`src/rtl/ysyx_22040088_pkg.sv`:
```
// Shared types and constants for the ysyx_22040088 fetch slice.
package ysyx_22040088_pkg;

  localparam int unsigned INST_W = 32;
  localparam logic [1:0] RESP_OKAY = 2'b00;
  localparam logic [63:0] DEFAULT_RESET_PC = 64'h0000_0000_8000_0000;

  typedef enum logic [1:0] {
    S_IDLE,
    S_REQ,
    S_RESP,
    S_ISSUE
  } ifu_state_e;

  // Picks the 32-bit half of a 64-bit beat addressed by pc[2].
  function automatic logic [INST_W-1:0] sel_inst(input logic hi, input logic [63:0] beat);
    return hi ? beat[63:32] : beat[31:0];
  endfunction

endpackage

```
`src/rtl/ysyx_22040088_pcreg.sv`:
```
// Architectural PC register: synchronous active-low reset to RESET_PC, written only when we is set.
module ysyx_22040088_pcreg
  import ysyx_22040088_pkg::*;
#(
  parameter int unsigned ADDR_W = 64,
  parameter logic [ADDR_W-1:0] RESET_PC = ADDR_W'(DEFAULT_RESET_PC)
) (
  input  logic              clk,
  input  logic              rst,
  input  logic              we,
  input  logic [ADDR_W-1:0] d,
  output logic [ADDR_W-1:0] q
);

  always_ff @(posedge clk) begin
    if (!rst) begin
      q <= RESET_PC;
    end else if (we) begin
      q <= d;
    end
  end

endmodule

```
`src/rtl/ysyx_22040088_ifu.sv`:
```
// Instruction fetch unit: AR/R read of the current PC, then presents {pc, inst} to decode.
// Optional feature: YSYX_22040088_IFU_MISALIGN_EN reports pc[1:0]!=0 as a fetch error without a bus read.
module ysyx_22040088_ifu
  import ysyx_22040088_pkg::*;
#(
  parameter logic [63:0] RESET_PC = DEFAULT_RESET_PC,
  parameter int unsigned ADDR_W = 64,
  parameter int unsigned DATA_W = 64
) (
  input  logic              clk,
  input  logic              rst,
  output logic [ADDR_W-1:0] araddr,
  output logic              arvalid,
  input  logic              arready,
  input  logic [DATA_W-1:0] rdata,
  input  logic [1:0]        rresp,
  input  logic              rvalid,
  output logic              rready,
  output logic              inst_valid,
  input  logic              inst_ready,
  output logic [ADDR_W-1:0] pc,
  output logic [INST_W-1:0] inst,
  input  logic [ADDR_W-1:0] nextpc,
  output logic              fetch_err
);

  ifu_state_e state;
  logic       pc_we;
  logic       req_ok;
  logic       req_ok_next;

  assign pc_we  = inst_valid && inst_ready;
  assign araddr = {pc[ADDR_W-1:3], 3'b000};

`ifdef YSYX_22040088_IFU_MISALIGN_EN
  assign req_ok      = (pc[1:0] == 2'b00);
  assign req_ok_next = (nextpc[1:0] == 2'b00);
`else
  assign req_ok      = 1'b1;
  assign req_ok_next = 1'b1;
`endif

  ysyx_22040088_pcreg #(
    .ADDR_W  (ADDR_W),
    .RESET_PC(RESET_PC[ADDR_W-1:0])
  ) u_pcreg (
    .clk(clk),
    .rst(rst),
    .we (pc_we),
    .d  (nextpc),
    .q  (pc)
  );

  // arvalid is armed on the edge that enters S_REQ, so it must look at the PC being loaded.
  always_ff @(posedge clk) begin
    if (!rst) begin
      state      <= S_IDLE;
      arvalid    <= 1'b0;
      rready     <= 1'b0;
      inst_valid <= 1'b0;
      inst       <= '0;
      fetch_err  <= 1'b0;
    end else begin
      unique case (state)
        S_IDLE: begin
          state   <= S_REQ;
          arvalid <= req_ok;
        end
        S_REQ: begin
          if (!req_ok) begin
            state      <= S_ISSUE;
            arvalid    <= 1'b0;
            inst       <= '0;
            fetch_err  <= 1'b1;
            inst_valid <= 1'b1;
          end else if (arready) begin
            state   <= S_RESP;
            arvalid <= 1'b0;
            rready  <= 1'b1;
          end
        end
        S_RESP: begin
          if (rvalid) begin
            state      <= S_ISSUE;
            rready     <= 1'b0;
            inst       <= sel_inst(pc[2], rdata[63:0]);
            fetch_err  <= (rresp != RESP_OKAY);
            inst_valid <= 1'b1;
          end
        end
        S_ISSUE: begin
          if (inst_ready) begin
            state      <= S_REQ;
            inst_valid <= 1'b0;
            fetch_err  <= 1'b0;
            arvalid    <= req_ok_next;
          end
        end
        default: begin
          state      <= S_IDLE;
          arvalid    <= 1'b0;
          rready     <= 1'b0;
          inst_valid <= 1'b0;
        end
      endcase
    end
  end

endmodule

```
`config.mk`:
```
export PLATFORM = sky130hd
export DESIGN_NAME = ysyx_22040088_ifu
export DESIGN_NICKNAME = d
export VERILOG_FILES = /design/src/rtl/ysyx_22040088_pkg.sv /design/src/rtl/ysyx_22040088_pcreg.sv /design/src/rtl/ysyx_22040088_ifu.sv
export SDC_FILE = /design/constraint.sdc
export NUM_CORES = 1
export LEC_CHECK = 0
export ABC_AREA = 1
export BUFFER_PORTS_ARGS = -buffer_cell sky130_fd_sc_hd__buf_2
export CORE_ASPECT_RATIO = 0.75
export CORE_MARGIN = 5
export CORE_UTILIZATION = 43
export CTS_CLUSTER_SIZE = 16
export DETAILED_ROUTE_END_ITERATION = 10
export PLACE_DENSITY = 0.91
export SLEW_MARGIN = 20
export SYNTH_ARGS = -nofsm -noshare
export SYNTH_HDL_FRONTEND = slang
export SYNTH_SLANG_ARGS = --single-unit
```
`constraint.sdc`:
```
create_clock -name clk -period 1.5 [get_ports clk]
set_clock_uncertainty 0.05 [all_clocks]
set_input_delay 0.3 -clock clk [delete_from_list [all_inputs] [get_ports clk]]
set_output_delay 0.3 -clock clk [all_outputs]
set_load 0.02 [all_outputs]
```
==> run summary <==
number of non-filler instances in the completed layout: 967
fin crit share: 94.7%
hold-fix buffers at CTS: 0
clk_lat worst skew: 0.33 ns
largest area contributor in the netlist: dfxtp_1
fraction of layout cells with a size suffix above 1: 43.1%
final slew viol count: 0
DR vias/cell: 4.70
I/O Pins: 299
Yosys Warn Count: 0
clock-pin slew on the worst setup and hold paths: 0.06 ns
CTS tree: yes
crit path capture type: output pin
pre-CTS setup slack: 0.0601 ns
Routed WL per cell: 13.7 um
Lkg Pwr: 0.00335 uW
TNS Setup: 0 ns
pwr dens: 1410 nW/um^2
Relative slew margins: 63.9%
worst stage delay on the critical path: 0.40 ns
top cell type's share of synthesized area: 43.8%
Vert. Die Dim: 100 um
Clock Path Buffers: 2
cts bufs inserted: 9
CP Buf/Inv Count: 2
width of the chip: 130 um
layout net count: 960
DRC errors left: 0
Syn Inst Count: 605
Setup-failing EPs final: 0
Starting Density: 43.3%
Antenna Nets Post-Route: 0
Netlist Area Pre-Place: 4670 um^2
Worst Path Max Fanout: 17
RSZ-0062 raised after global routing: no
CP required: 1.15 ns
Layout Area Growth over Synthesis: 31.6%
RD Place Congestion: 0.842
Post-DP Area: 5730 um^2
Max Freq: 0.704 GHz
Syn Area/Cell: 7.71 um^2
Routed WL: 13300 um
Crit-path slowest cell: dfxtp_2
antenna violations before repair: 1
Iter 0 DRT Violations: 229
Overall Global Routing Usage: 18.6%
min cycle time layout: 1.42 ns
number of global-route vias before repair: 4135
critical path class: reg -> out
largest net degree at the start of global routing: 53
Worst-Margin Slew: 0.541 ns
sequential share of the synthesized area: 43.8%
PnR worst setup slack: 0.0793 ns
TritonRoute pass-1 iters: 4
die area: 13100 um^2
post-synthesis register bit count: 102
placed instance count: 949
post-layout util: 57.0%
maxcap violations: 0
IO Port Bufs: 295
clock sink count: 102
Setup crit start kind: flop
Worst Hold Class: in -> reg
Final Hold Viols: 0
# rows: 33
outcome: finished clean
CP top delay family: flip-flops
top post-synthesis cells by area: dfxtp_1, nor2_1, buf_4
post-route cell area: 6140 um^2
Peak VDD IR: 744 uV
Root Driver: clkbuf_16
Distinct cells, synth: 22
H-tree lvl count: 3
crit path DAT: 1.07 ns
GRT overflow: 0
Core Region: 10800 um^2
first-pass GRT wire length: 19600 um
HPWL Detailed: 9910 um
via count: 4542
CP cell instances: buf_12 -> buf_2
## worst paths after layout
kind | from | to | slack [ns] | cells past startpoint
setup / recovery | u_pcreg.q[2]$_SDFFE_PN0P_ | pc[2] | 0.08 | 2
setup reg to reg | state[0]$_SDFFE_PN0P_ | inst[4]$_SDFFE_PN0P_ | 0.12 | 8
hold reg to reg | arvalid$_SDFFE_PN0P_ | arvalid$_SDFFE_PN0P_ | 0.41 | 2
hold / removal | nextpc[31] | u_pcreg.q[31]$_SDFFE_PN1P_ | 0.12 | 3
## stage by stage
step                      hold slack [ns]  total power [uW]
final                               0.121              8680
after global routing                0.112              9150
after CTS                           0.103              8720
after detailed placement            0.410              5960
after global placement              0.402              5900
after floorplan                     0.363              5310
## state kept, by name, indices dropped and copies added, names as in the netlist
| signal | cells |
|---|---|
| arvalid | 1 |
| fetch_err | 1 |
| inst | 32 |
| inst_valid | 1 |
| rready | 1 |
| state | 2 |
| u_pcreg.q | 64 |
## Yosys cell counts
master,n
inv_2,13
clkbuf_2,3
ha_1,3
buf_6,9
buf_12,1
nor2_1,131
dfxtp_1,102
conb_1,1
buf_4,65
nand3_2,10
o211ai_1,22
inv_1,33
nand2_2,1
nand3_1,28
o21ai_0,54
a31oi_1,1
o21ai_1,9
buf_2,18
clkbuf_1,6
nand2_1,81
a21oi_1,4
o211ai_2,10
## power breakdown
| group | leakage, uW | internal (uW) | switching, uW |
|---|---|---|---|
| Clock | 0.000170 | 1790 | 937 |
| Sequential | 0.000828 | 3100 | 252 |
| Combinational | 0.00235 | 956 | 1650 |
## layer usage
metal	wire, um	part of all wire (%)	GRT usage (%)
met1	5180	39	21.4
met2	6600	50	32.5
met3	1150	8.7	5.48
met4	333	2.5	7.35
met5	0	0	0
## cells by family (layout without fill, tap and decap cells)
kind of cell | Yosys count | after routing | synth area share [%]
compound gates | 100 | 100 | 13.5
fa+ha+maj | 3 | 3 | 0.804
buf+inv | 148 | 367 | 19.5
flops | 102 | 102 | 43.8
other cells | 1 | 4 | 0.0804
simple gates | 251 | 251 | 22.3
## timing repair
item | 4_1_cts | 5_1_grt
setup buffers | 0 | 0
hold endpoints to repair | 0 | 0
setup endpoints to repair | 0 | 21
gates resized for setup | 0 | 3
## final cells by class
class                      count  area, um^2
clock buffer                  11         233
fill                        1007        4630
inverter                      46         173
antenna                        1        2.50
timing repair buffer         306        1670
multi-input combinational    357        1730
tap                          140         175
sequential                   102        2040
clock inverter                 4         120
## cell usage in the layout, fill, tap and decap left out, types with 4 or more instances in the layout
| master | count |
|---|---|
| buf_2 | 295 |
| nor2_1 | 131 |
| dfxtp_1 | 100 |
| nand2_1 | 81 |
| o21ai_0 | 54 |
| inv_1 | 33 |
| nand3_1 | 28 |
| o211ai_1 | 22 |
| inv_2 | 13 |
| clkbuf_16 | 11 |
| nand3_2 | 10 |
| o211ai_2 | 10 |
| o21ai_1 | 9 |
| buf_12 | 6 |
| a21oi_1 | 4 |
| bufinv_16 | 4 |
## worst register-to-register path: cells and delay by family, from the launching register on
kind                       cells  cell delay (ns)
AOI/OAI and AO/OA              1             0.10
adders and majority gates      1             0.19
buffers and inverters          4             0.44
DFF                            1             0.33
and+or+nand+nor                2             0.17
Note: power is estimated with default switching activity, not from simulation.
